[src/rtl/edge_gen_pkg.sv]
// Shared types and constants for the edge generator.
package edge_gen_pkg;

    // Output level FSM: each level has a ready state and a dwell state.
    typedef enum logic [1:0] {
        LOW_RDY    = 2'd0,
        LOW_DWELL  = 2'd1,
        HIGH_RDY   = 2'd2,
        HIGH_DWELL = 2'd3
    } state_e;

    // Width of the queued-toggle counter.
    localparam int PEND_W = 4;

endpackage

[src/rtl/dwell_timer.sv]
// Loadable down-counter that times the minimum dwell at the current level.
module dwell_timer #(
    parameter int CNT_W = 8
) (
    input  logic             clk,
    input  logic             rst,
    input  logic             load,
    input  logic [CNT_W-1:0] load_val,
    output logic             expired
);

    logic [CNT_W-1:0] cnt_q;
    logic [CNT_W-1:0] cnt_d;

    // Next count: load takes priority, otherwise count down and hold at zero.
    always_comb begin
        cnt_d = cnt_q;
        if (load) begin
            cnt_d = load_val;
        end else if (cnt_q != '0) begin
            cnt_d = cnt_q - 1'b1;
        end
    end

    // Count register, cleared asynchronously.
    always_ff @(posedge clk or negedge rst) begin
        if (!rst) begin
            cnt_q <= '0;
        end else begin
            cnt_q <= cnt_d;
        end
    end

    // The decrement in this cycle reaches zero, so the dwell ends at this edge.
    assign expired = (cnt_q <= CNT_W'(1));

endmodule

[src/rtl/edge_generator.sv]
// Turns rise/fall/toggle request pulses into a registered level with
// guaranteed minimum high and low dwell, queueing requests made during a dwell.
// Handshake note: requests are fire-and-forget pulses with no ready; a request
// that finds the queue full is dropped and flagged on err_ovf.
module edge_generator
    import edge_gen_pkg::*;
#(
    parameter int MIN_HIGH = 4,
    parameter int MIN_LOW  = 4,
    parameter int CNT_W    = 8,
    parameter int PEND_MAX = 3
) (
    input  logic              clk,
    input  logic              rst,
    input  logic              ev_rise,
    input  logic              ev_fall,
    input  logic              ev_toggle,
    input  logic              clr_err,
    output logic              sig_out,
    output logic              edge_stb,
    output logic              busy,
    output logic [PEND_W-1:0] pending,
    output logic              err_ovf,
    output logic              err_conf
);

    state_e            state_q, state_d;
    logic              req_lvl_q, req_lvl_d;
    logic [PEND_W-1:0] pending_q, pending_d;
    logic              sig_out_q, sig_out_d;
    logic              edge_stb_q, edge_stb_d;
    logic              busy_q, busy_d;
    logic              err_ovf_q, err_ovf_d;
    logic              err_conf_q, err_conf_d;

    logic              conflict;
    logic              enq_req;
    logic              enq_ok;
    logic              drop;
    logic              deq;
    logic              dwell_load;
    logic [CNT_W-1:0]  dwell_val;
    logic              dwell_expired;

    dwell_timer #(
        .CNT_W(CNT_W)
    ) u_dwell (
        .clk     (clk),
        .rst     (rst),
        .load    (dwell_load),
        .load_val(dwell_val),
        .expired (dwell_expired)
    );

    // Request decode: turn level requests into toggles relative to req_lvl.
    always_comb begin
        conflict = ev_rise & ev_fall;
        enq_req  = 1'b0;
        if (conflict) begin
            enq_req = 1'b0;
        end else if (ev_rise) begin
            enq_req = ~req_lvl_q;
        end else if (ev_fall) begin
            enq_req = req_lvl_q;
        end else begin
            enq_req = ev_toggle;
        end
        drop      = enq_req & (pending_q == PEND_W'(PEND_MAX));
        enq_ok    = enq_req & ~drop;
        req_lvl_d = enq_ok ? ~req_lvl_q : req_lvl_q;
    end

    // FSM next state: dequeue one toggle from a ready state, then dwell.
    always_comb begin
        state_d    = state_q;
        sig_out_d  = sig_out_q;
        deq        = 1'b0;
        dwell_load = 1'b0;
        dwell_val  = '0;
        case (state_q)
            LOW_RDY: begin
                if (pending_q != '0) begin
                    deq        = 1'b1;
                    sig_out_d  = 1'b1;
                    dwell_load = 1'b1;
                    dwell_val  = CNT_W'(MIN_HIGH - 1);
                    state_d    = (MIN_HIGH == 1) ? HIGH_RDY : HIGH_DWELL;
                end
            end
            HIGH_DWELL: begin
                if (dwell_expired) begin
                    state_d = HIGH_RDY;
                end
            end
            HIGH_RDY: begin
                if (pending_q != '0) begin
                    deq        = 1'b1;
                    sig_out_d  = 1'b0;
                    dwell_load = 1'b1;
                    dwell_val  = CNT_W'(MIN_LOW - 1);
                    state_d    = (MIN_LOW == 1) ? LOW_RDY : LOW_DWELL;
                end
            end
            LOW_DWELL: begin
                if (dwell_expired) begin
                    state_d = LOW_RDY;
                end
            end
            default: begin
                state_d = LOW_RDY;
            end
        endcase
    end

    // Queue count, strobe, busy and sticky error next values.
    always_comb begin
        pending_d = pending_q;
        case ({enq_ok, deq})
            2'b10:   pending_d = pending_q + 1'b1;
            2'b01:   pending_d = pending_q - 1'b1;
            default: pending_d = pending_q;
        endcase
        edge_stb_d = deq;
        busy_d     = (pending_d != '0) || (state_d == LOW_DWELL) || (state_d == HIGH_DWELL);
        err_ovf_d  = drop | (err_ovf_q & ~clr_err);
        err_conf_d = conflict | (err_conf_q & ~clr_err);
    end

    // State and output registers; reset discards any queued or dwelling work.
    always_ff @(posedge clk or negedge rst) begin
        if (!rst) begin
            state_q    <= LOW_RDY;
            req_lvl_q  <= 1'b0;
            pending_q  <= '0;
            sig_out_q  <= 1'b0;
            edge_stb_q <= 1'b0;
            busy_q     <= 1'b0;
            err_ovf_q  <= 1'b0;
            err_conf_q <= 1'b0;
        end else begin
            state_q    <= state_d;
            req_lvl_q  <= req_lvl_d;
            pending_q  <= pending_d;
            sig_out_q  <= sig_out_d;
            edge_stb_q <= edge_stb_d;
            busy_q     <= busy_d;
            err_ovf_q  <= err_ovf_d;
            err_conf_q <= err_conf_d;
        end
    end

    assign sig_out  = sig_out_q;
    assign edge_stb = edge_stb_q;
    assign busy     = busy_q;
    assign pending  = pending_q;
    assign err_ovf  = err_ovf_q;
    assign err_conf = err_conf_q;

endmodule

[config.mk]
export PLATFORM = sky130hd
export DESIGN_NAME = edge_generator
export DESIGN_NICKNAME = d
export VERILOG_FILES = /design/src/rtl/edge_gen_pkg.sv /design/src/rtl/dwell_timer.sv /design/src/rtl/edge_generator.sv
export SDC_FILE = /design/constraint.sdc
export NUM_CORES = 1
export LEC_CHECK = 0
export ABC_CLOCK_PERIOD_IN_PS = 3300
export BUFFER_PORTS_ARGS = -buffer_cell sky130_fd_sc_hd__buf_2
export CELL_PAD_IN_SITES_DETAIL_PLACEMENT = 0
export CELL_PAD_IN_SITES_GLOBAL_PLACEMENT = 1
export CORE_UTILIZATION = 46
export CTS_BUF_LIST = sky130_fd_sc_hd__clkbuf_2 sky130_fd_sc_hd__clkbuf_4 sky130_fd_sc_hd__clkbuf_8
export DETAILED_ROUTE_END_ITERATION = 8
export PLACE_DENSITY = 0.89
export SYNTH_ARGS = -nofsm -noshare
export SYNTH_HDL_FRONTEND = slang
export SYNTH_HIERARCHICAL = 1
export SYNTH_SLANG_ARGS = --single-unit
export TNS_END_PERCENT = 1
[constraint.sdc]
create_clock -name clk -period 3.3 [get_ports clk]
set_input_delay 0.33 -clock clk [delete_from_list [all_inputs] [get_ports clk]]
set_output_delay 0.33 -clock clk [all_outputs]
set_load 0.02 [all_outputs]
* After elaboration in Yosys (flattened, before gate mapping)
Cells that the tools add are included.
Storage, ports and cells: input port bits 6, word-level logic and storage cells 61, bits in registers 20, output and inout bits 9
Cells by class: muxes and demuxes 18, bitwise gates (word level) 10, order comparisons 1, add/sub/neg operators 3, equal/unequal tests 10, reduce and logical (&&, ||, !) cells 10
Operator list (count):
- $mux W8 | 2
- $mux W2 | 6
- $eq A2 B2 Y1 const B | 4
- $le A8 B1 Y1 const B | 1
- $pmux W2 S4 | 1
- $pmux W4 S2 | 1
- $reduce_bool A4 Y1 | 2
- $reduce_bool A8 Y1 | 1
- $sub A8 B1 Y8 const B | 1
- $mux W1 | 7
- $eq A2 B1 Y1 const B | 3
- $and A1 B1 Y1 | 5
- $add A4 B1 Y4 const B | 1
- $eq A4 B2 Y1 const B | 1
- $ne A2 B2 Y1 const B | 2
- $reduce_bool A2 Y1 | 2
- $sub A4 B1 Y4 const B | 1
- $not A1 Y1 | 3
- $reduce_and A3 Y1 | 1
- $logic_not A2 Y1 | 1
- $logic_or A1 B1 Y1 | 2
- $or A1 B1 Y1 | 2
- $pmux W1 S2 | 1
- $reduce_or A2 Y1 | 1

* Logic depth before layout (Yosys ltp)
Gate-level depths: netlist (run 1).
word-level depth 11, mapped depth 11, mapped depth without buffers 10

* By module
Netlist (run 1), hierarchy kept.
By module, submodules not included:
- edge_generator | area each 676.9 sq um, sequential area each 300.3 sq um, instances 1, cells each 69
- dwell_timer | area each 521.8 sq um, sequential area each 200.2 sq um, instances 1, cells each 55

* Worst setup path after synthesis (run 1)
OpenSTA, ideal clock, no wires.
path kind register to register, from register pending_q[1], in the netlist pending[1], to register busy_q, in the netlist busy, data required time 3.169 ns, buffers on the path 2, data arrival time 2.392 ns, period minus slack after synthesis 2.523 ns, library setup time 0.131 ns, stages on the path, launching flop included 12, setup slack 0.777 ns, path through dfrtp_1 -> buf_6 -> nor2_1 -> a21o_2 -> inv_1 -> ha_1 -> clkbuf_1 -> mux2_2 -> a2111oi_4 -> nand2_1 -> nor3_1 -> o211ai_1
Between the ends: cells in the longest elaborated chain, start to end 9, elaborated cells on any way between the ends 20, classes of those cells add/sub (2); eq/ne (5); mux (6); bitwise (3); reduce/logical (4)
RTL lines:
- start: declaration | RTL line edge_generator.sv:29 | logic [PEND_W-1:0] pending_q, pending_d;
- start signal: assignment | RTL line edge_generator.sv:143 | pending_q <= pending_d;
- $eq A4 B2 Y1 | RTL line edge_generator.sv:68 | drop = enq_req & (pending_q == PEND_W'(PEND_MAX));
- $and A1 B1 Y1 | RTL line edge_generator.sv:68
- $not A1 Y1 | RTL line edge_generator.sv:69 | enq_ok = enq_req & ~drop;
- $and A1 B1 Y1 | RTL line edge_generator.sv:69
- $eq A2 B1 Y1 / $eq A2 B2 Y1 (equally long branches) | RTL line edge_generator.sv:118 | case ({enq_ok, deq})
- $pmux W4 S2 * | RTL line edge_generator.sv:118
- net pending_d[1] | RTL line edge_generator.sv:29
- $reduce_bool A4 Y1 * | RTL line edge_generator.sv:124 | busy_d = (pending_d != '0) || (state_d == LOW_DWELL) || (state_d == HIGH_DWELL);
- $logic_or A1 B1 Y1 * (2 in series) | RTL line edge_generator.sv:124
- net busy_d | RTL line edge_generator.sv:32 | logic busy_q, busy_d;
- end signal: assignment | RTL line edge_generator.sv:146 | busy_q <= busy_d;
- end: declaration | RTL line edge_generator.sv:32
The timed path passes the listed nets; every way through them passes the cells marked *. A chain may end at the register's enable or synchronous reset.

* Worst setup path in the final report (run 1)
from register req_lvl_q, to register busy_q, in the netlist busy
Between the ends: cells in the longest elaborated chain, start to end 11, elaborated cells on any way between the ends 13, classes of those cells eq/ne (2); mux (4); bitwise (4); reduce/logical (3)
RTL lines:
- start: declaration | RTL line edge_generator.sv:28 | logic req_lvl_q, req_lvl_d;
- start signal: assignment | RTL line edge_generator.sv:142 | req_lvl_q <= req_lvl_d;
- $mux W1 / $not A1 Y1 (equally long branches) | RTL line edge_generator.sv:63, edge_generator.sv:62
- $mux W1 * | RTL line edge_generator.sv:61 | end else if (ev_rise) begin
- $mux W1 * | RTL line edge_generator.sv:59 | if (conflict) begin
- $and A1 B1 Y1 | RTL line edge_generator.sv:68
- $not A1 Y1 | RTL line edge_generator.sv:69
- $and A1 B1 Y1 * | RTL line edge_generator.sv:69
- $eq A2 B1 Y1 / $eq A2 B2 Y1 (equally long branches) | RTL line edge_generator.sv:118
- $pmux W4 S2 * | RTL line edge_generator.sv:118
- net pending_d[1] | RTL line edge_generator.sv:29
- $reduce_bool A4 Y1 * | RTL line edge_generator.sv:124
- $logic_or A1 B1 Y1 * (2 in series) | RTL line edge_generator.sv:124
- net busy_d | RTL line edge_generator.sv:32
Marks and branches as above.

==> results of run 1 <==
==> area by class of cell <==
class,count,area share [%]
well taps,30,2.798
flip-flops and latches,20,37.31
repair buffers,15,5.970
inverters,14,3.918
clock buffers,4,2.705
multi-input cells,91,47.29
==> per-layer routing <==
metal  vias to the layer above  part of all wire, %  track usage (%)
li1                        480                    -                -
met1                       433                   53            25.59
met2                        19                   42            24.89
met3                         5                  3.1            2.586
met4                         0                  2.5            10.53
met5                         -                    0                0
==> registers in the layout (all words and copies together) (netlist names) <==
signal / flops
pending: 4
err_ovf: 1
busy: 1
sig_out: 1
edge_stb: 1
u_dwell/cnt_q: 8
err_conf: 1
state_q: 2
req_lvl_q: 1
==> final timing paths <==
kind,start,to,slack [ps],depth (start not counted)
worst min register to register,state_q[1],sig_out,470,1
worst max register to register,req_lvl_q,busy,700,9
max in group asynchronous,rst,state_q[1],2520,2
worst max-delay path,req_lvl_q,busy,700,9
min in group asynchronous,rst,sig_out,470,2
worst min-delay path,clr_err,err_conf,200,2
==> cells in the mapped netlist, types with 2 or more instances <==
library cell   n  share of area, %
mux2i_1        2               1.7
o31ai_1        2               1.3
nand2_1        8               2.5
clkbuf_1       2              0.63
o21a_1         2               1.3
nand3_1        4               1.7
a2bb2oi_1      2               1.5
nor3_1         6               2.5
and4_1         2               1.5
nand2b_1       2               1.0
ha_1           4               4.2
a21oi_1        5               2.1
nor2_1         9               2.8
o21ai_0        4               1.7
o211ai_1       2               1.3
o32ai_1        3               2.2
xor2_1         2               1.5
buf_6          2               1.9
a211oi_1       2               1.3
inv_1         13               4.1
dfrtp_1       20                42
xnor2_1        4               2.9
==> worst max-delay path, stage by stage (launching register included) <==
cell and delay (ps):
dfrtp_1 430, or2_4 270, o22ai_2 220, nand2_2 110, ha_1 430, mux2_2 400
a2111oi_4 290, nand2_1 80, nor3_1 150, o211ai_1 110
==> power groups by stage <==
stage	clock network (mW)	logic, mW	registers [mW]
after global routing	0.166	0.697	0.496
after CTS	0.154	0.617	0.476
after floorplan	0	0.473	0.499
after detailed placement	0	0.615	0.481
after global placement	0	0.603	0.476
final	0.149	0.613	0.478
==> stage by stage <==
step / total power, mW / cell area [um2] / worst slack [ps] / std cells / hold WS (ps)
finish: 1.240 / 1341 / 701.5 / 174 / 199.9
detailed placement: 1.096 / 1295 / 687.1 / 169 / 304.8
CTS: 1.247 / 1341 / 692.6 / 174 / 196.3
floorplan: 0.9724 / 1217 / 776.6 / 129 / 34.41
global placement: 1.079 / 1295 / 798.4 / 169 / 301.5
global route: 1.359 / 1341 / 525.6 / 174 / 216.8
==> cell families (layout without fill, tap and decap cells) <==
kind of cell,after synthesis,in the layout,synth area share [%]
adders and majority gates,4,4,4.176
buffers and inverters,18,33,6.889
xor gates and xnor gates,6,6,4.384
and+or+nand+nor,40,40,18.06
other,1,6,0.3129
muxes,3,3,2.610
AOI/OAI and AO/OA,32,32,21.82
DFF,20,20,41.75
==> repair_timing <==
| item | in CTS | in global routing |
|---|---|---|
| hold endpoints to repair | 20 | 0 |
| setup endpoints to repair | 0 | 0 |
| hold buffers | 1 | 0 |
==> run_results.csv, run 1 <==
group,metric,value,unit
run_status,outcome,"finished clean",
cells_and_area,layout_commonest_cell,"dfrtp_1",
timing,rsz0062_at_grt,"false",
cts,cts_resized,0,
synthesis,synthCells,124,
grt,grt.overflow.total,0,
timing,max_freq,384.8,MHz
cells_and_area,regArea,500.5,um2
die,num_io_pins,15,
timing,period_share,78.74,%
timing,fin_skew,13.69,ps
setup_path,startpoint_type,"register",
worst_hold_path,hold_path_class,"in2reg",
cts,clkTransAtPathRegs,130,ps
grt,antenna_found_initial,0,
synthesis,ys_warn_count,6,
detailed_routing,num_vias,937,
power,p_leak,0.6040,nW
cts,cts.sinks,20,
setup_path,worstSetupEndpointType,"register",
die,die_h,53.05,um
synthesis,ys.flop_type,"dfrtp_1",
die,rows,18,
power,p_sw_share,45.28,%
cells_and_area,drive_above_1_share,19.44,%
power,power.switching,0.5617,mW
cells_and_area,antennaDiodeCount,0,
timing,setup_viol,0,
synthesis,netlist_area,0.001199,mm2
run,maxCapViolations,0,
timing,finalHoldViolations,0,
power,power_frac_clock,12.0,%
cells_and_area,n_fill_cell,240,
setup_path,arrival,2800,ps
synthesis,synth_edf_count,0,
grt,gr-usage-all-layers,17.79,%
cts,root_buffer,"clkbuf_4",
cts,clkLatencyLatePin,320,ps
cts,cts_tree,"built",
power,ir_drop,553.6,uV
power,p_int,0.6787,mW
die,start_util,48.38,%
grt,grt_max_degree,21,
synthesis,async_flop_share,100.0,%
cts,h-tree-depth,1,
grt,grt_pass1_wl,3484,um
die,core_area,0.002477,mm2
power,pwr-share-seq,38.6,%
power,powerDensity,924.8,mW/mm2
setup_path,critPathKind,"reg2reg",
cts,cts-buffers-inserted,3,
place,dpl.hpwl,1541,um
timing,timing.setup.tns,0,ps
cells_and_area,post-route-util,54.14,%
detailed_routing,drc,0,
detailed_routing,routed_wirelength,2091,um
grt,first_global_vias,788,
timing,drv_slew,0,
synthesis,yosysUniqueCellTypes,44,
place,numPortBuffers,14,
place,gp_congestion,0.8073,
die,die_area,0.002814,mm2
setup_path,critPathMaxFanout,7,
timing,tightestPinTransition,667.0,ps
synthesis,ys_ff_latch,20,
power,power_frac_comb,49.4,%
cts,cts_setup_buffers,0,
timing,fin_crit,2598,ps
detailed_routing,wl_per_cell,12.02,um
synthesis,postSynthAreaPerCell,9.667,um2
cells_and_area,final_cell_mix,"dfrtp_1, buf_2, inv_1, nor2_1, nand2_1",
setup_path,required,3510,ps
cells_and_area,multi_input_area,634.4,um2
detailed_routing,dr.pass1.iters,4,
timing,maxSlewHeadroom,55.12,%
cells_and_area,syn_to_final_growth,11.90,%
die,die_x,53.05,um
detailed_routing,first_iter_violations,19,
detailed_routing,vias_per_cell,5.385,
detailed_routing,final_antenna_net_count,0,
cts,clk_path_buf_depth,2,
synthesis,yosysSeqAreaShare,41.75,%
cells_and_area,nets,155,
Note: power is estimated with default switching activity, not from simulation.
==> run 2, diff against run 1 <==
--- a/config.mk
+++ b/config.mk
@@ -5,11 +5,12 @@
 export SDC_FILE = /design/constraint.sdc
 export NUM_CORES = 1
 export LEC_CHECK = 0
-export ABC_CLOCK_PERIOD_IN_PS = 3300
+export ABC_AREA = 1
+export ABC_CLOCK_PERIOD_IN_PS = 2500
 export BUFFER_PORTS_ARGS = -buffer_cell sky130_fd_sc_hd__buf_2
 export CELL_PAD_IN_SITES_DETAIL_PLACEMENT = 0
 export CELL_PAD_IN_SITES_GLOBAL_PLACEMENT = 1
-export CORE_UTILIZATION = 46
+export CORE_UTILIZATION = 44
 export CTS_BUF_LIST = sky130_fd_sc_hd__clkbuf_2 sky130_fd_sc_hd__clkbuf_4 sky130_fd_sc_hd__clkbuf_8
 export DETAILED_ROUTE_END_ITERATION = 8
 export PLACE_DENSITY = 0.89
==> constraint.sdc (replaced) <==
create_clock -name clk -period 2.5 [get_ports clk]
set_input_delay 0.25 -clock clk [delete_from_list [all_inputs] [get_ports clk]]
set_output_delay 0.25 -clock clk [all_outputs]
set_load 0.02 [all_outputs]
==> run_results.csv, run 2 <==
group,metric,value,unit
grt,antenna_found_initial,0,
timing,rsz0062_at_grt,"false",
setup_path,path_buf_inv,1,
cells_and_area,syn_to_final_growth,14.86,%
cells_and_area,layout_commonest_cell,"nand2_1",
cells_and_area,stdcell_area,0.001431,mm2
place,numPortBuffers,14,
die,num_io_pins,15,
detailed_routing,wl_per_cell,10.95,um
worst_hold_path,hold_path_class,"in2reg",
cts,root_buffer,"clkbuf_4",
setup_path,critical_path.top_delay_family,"simple AND/OR/NAND/NOR gates",
timing,setup_viol,0,
synthesis,yosysTopAreaCellShare,40.16,%
synthesis,async_flop_share,100.0,%
cells_and_area,largest_reg_flops,8,
power,p_leak,0.7428,nW
cells_and_area,antennaDiodeCount,0,
synthesis,yosysMostFrequentCell,"nand2_1",
timing,fin_hold_ws,133.4,ps
grt,gr-usage-all-layers,16.79,%
detailed_routing,first_iter_violations,31,
timing,fin_crit,2024,ps
cts,cts-buffers-inserted,3,
cts,cts_tree,"built",
timing,max_freq,494.2,MHz
power,powerDensity,1306,mW/mm2
cts,cts_resized,0,
cells_and_area,n_fill_cell,261,
synthesis,yosys-top-cells-area,"dfrtp_1, nand2_1, nor2_1",
synthesis,synthCells,161,
setup_path,required,2710,ps
detailed_routing,drc,0,
cells_and_area,nets,196,
synthesis,ys.flop_type,"dfrtp_1",
timing,finalHoldViolations,0,
grt,first_global_vias,909,
die,start_util,48.54,%
die,rows,18,
place,dpl.hpwl,1755,um
synthesis,postSynthAreaPerCell,7.740,um2
synthesis,netlist_area,0.001246,mm2
setup_path,crit_chain,"nor2_2, nand2_2, nand3_2, nand3_1, nand2_1, inv_1, ha_1, nand2_1, o21ai_1, nor2_1, nand2_1, nor2_2, nand3_1",
timing,timing.setup.tns,0,ps
synthesis,yosysUniqueCellTypes,27,
cells_and_area,top_register,"u_dwell/cnt_q",
cts,cts_hold_buffers,1,
cts,clkTransAtPathRegs,130,ps
synthesis,synth_edf_count,0,
run,maxCapViolations,0,
cts,cts_setup_buffers,0,
cts,cts.sinks,20,
run_status,outcome,"finished clean",
detailed_routing,final_antenna_net_count,0,
synthesis,ys_ff_latch,20,
timing,drv_slew,0,
setup_path,arrival,2230,ps
setup_path,cpPeakStageDelay,430,ps
cells_and_area,final_cell_mix,"nand2_1, nor2_1, inv_1, dfrtp_1, buf_2",
setup_path,cpMostUsedCell,"nand2_1",
die,die_x,55.22,um
grt,grt_max_degree,21,
die,core_area,0.002567,mm2
cts,h-tree-depth,1,
grt,grt_pass1_wl,4098,um
power,ir_drop,818.7,uV
timing,period_share,80.95,%
setup_path,worstSetupEndpointType,"register",
die,die_area,0.003049,mm2
place,gp_congestion,0.7654,
timing,fin_skew,4.113,ps
setup_path,cpMaxStageDelayCell,"dfrtp_1",
detailed_routing,vias_per_cell,4.763,
setup_path,critPathKind,"reg2reg",
cells_and_area,regArea,500.5,um2
place,place_area,0.001369,mm2
synthesis,synth_top_cell_by_area,"dfrtp_1",
detailed_routing,routed_wirelength,2355,um
grt,grt.overflow.total,0,
cells_and_area,multi_input_area,631.9,um2
cts,clkLatencyLatePin,310,ps
cells_and_area,post-route-util,55.75,%
synthesis,synth_common_cells,"nand2_1, nor2_1, dfrtp_1, inv_1, nand3_1",
cells_and_area,drive_above_1_share,22.70,%
detailed_routing,dr.pass1.iters,4,
synthesis,ys_warn_count,6,
synthesis,yosysSeqAreaShare,40.16,%
detailed_routing,num_vias,1024,
die,die_h,55.22,um
cts,clk_path_buf_depth,2,
setup_path,startpoint_type,"register",
setup_path,critPathMaxFanout,5,
==> run 2: area by class of cell <==
cell class                      count  area share [%]
Multi-Input combinational cell    120           44.14
Sequential cell                    20           34.97
Inverter                           25           8.479
Timing Repair Buffer               16           6.119
Tap cell                           30           2.622
Clock inverter                      1           2.098
Clock buffer                        3           1.573
==> run 2: kinds of logic (layout without fill, tap and decap cells) <==
family,Yosys count,count (layout),synth area share (%)
AO/OA/AOI/OAI,20,20,9.739
XOR/XNOR,3,3,2.109
adder cells (fa/ha/maj),4,4,4.016
buffers and inverters,26,45,10.64
flip-flops,20,20,40.16
other,1,6,0.3009
AND/OR/NAND/NOR,87,87,33.03
==> run 2: final timing paths <==
kind	start	end	slack, ps	depth (start not counted)
max in group asynchronous	rst	state_q[1]	1790	2
min	clr_err	err_ovf	130	2
max	pending[2]	busy	480	13
min in group asynchronous	rst	u_dwell/cnt_q[5]	400	2
max reg2reg	pending[2]	busy	480	13
min reg2reg	state_q[1]	state_q[1]	530	2
==> run 2: layer usage <==
metal  track usage (%)  wire [um]
met5                 0          0
met4             6.429         34
met3             2.342        121
met2             25.30       1025
met1             24.43       1173
==> run 2: report_power, final <==
group          leakage [nW]  internal [mW]  total (mW)  switching, mW
sequential            0.231          0.472       0.621          0.149
combinational         0.483          0.388       0.973          0.585
clock                0.0279          0.162       0.275          0.113
total                 0.743           1.02        1.87          0.847
==> run 2: through the flow <==
step,cells,power (mW),setup WS (ps)
global placement,210,1.584,571.0
floorplan,166,1.390,515.7
detailed placement,210,1.602,483.8
finish,215,1.869,476.3
CTS,215,1.881,460.5
global route,215,2.040,282.2
==> run 2: worst reg2reg max path: stages (launching register included) <==
cell     delay, ps
dfrtp_1        430
nor2_2         220
nand2_2         90
nand3_2        130
nand3_1        140
nand2_1        100
inv_1           40
ha_1           260
nand2_1         60
o21ai_1         70
nor2_1          90
nand2_1         70
nor2_2         130
nand3_1         80
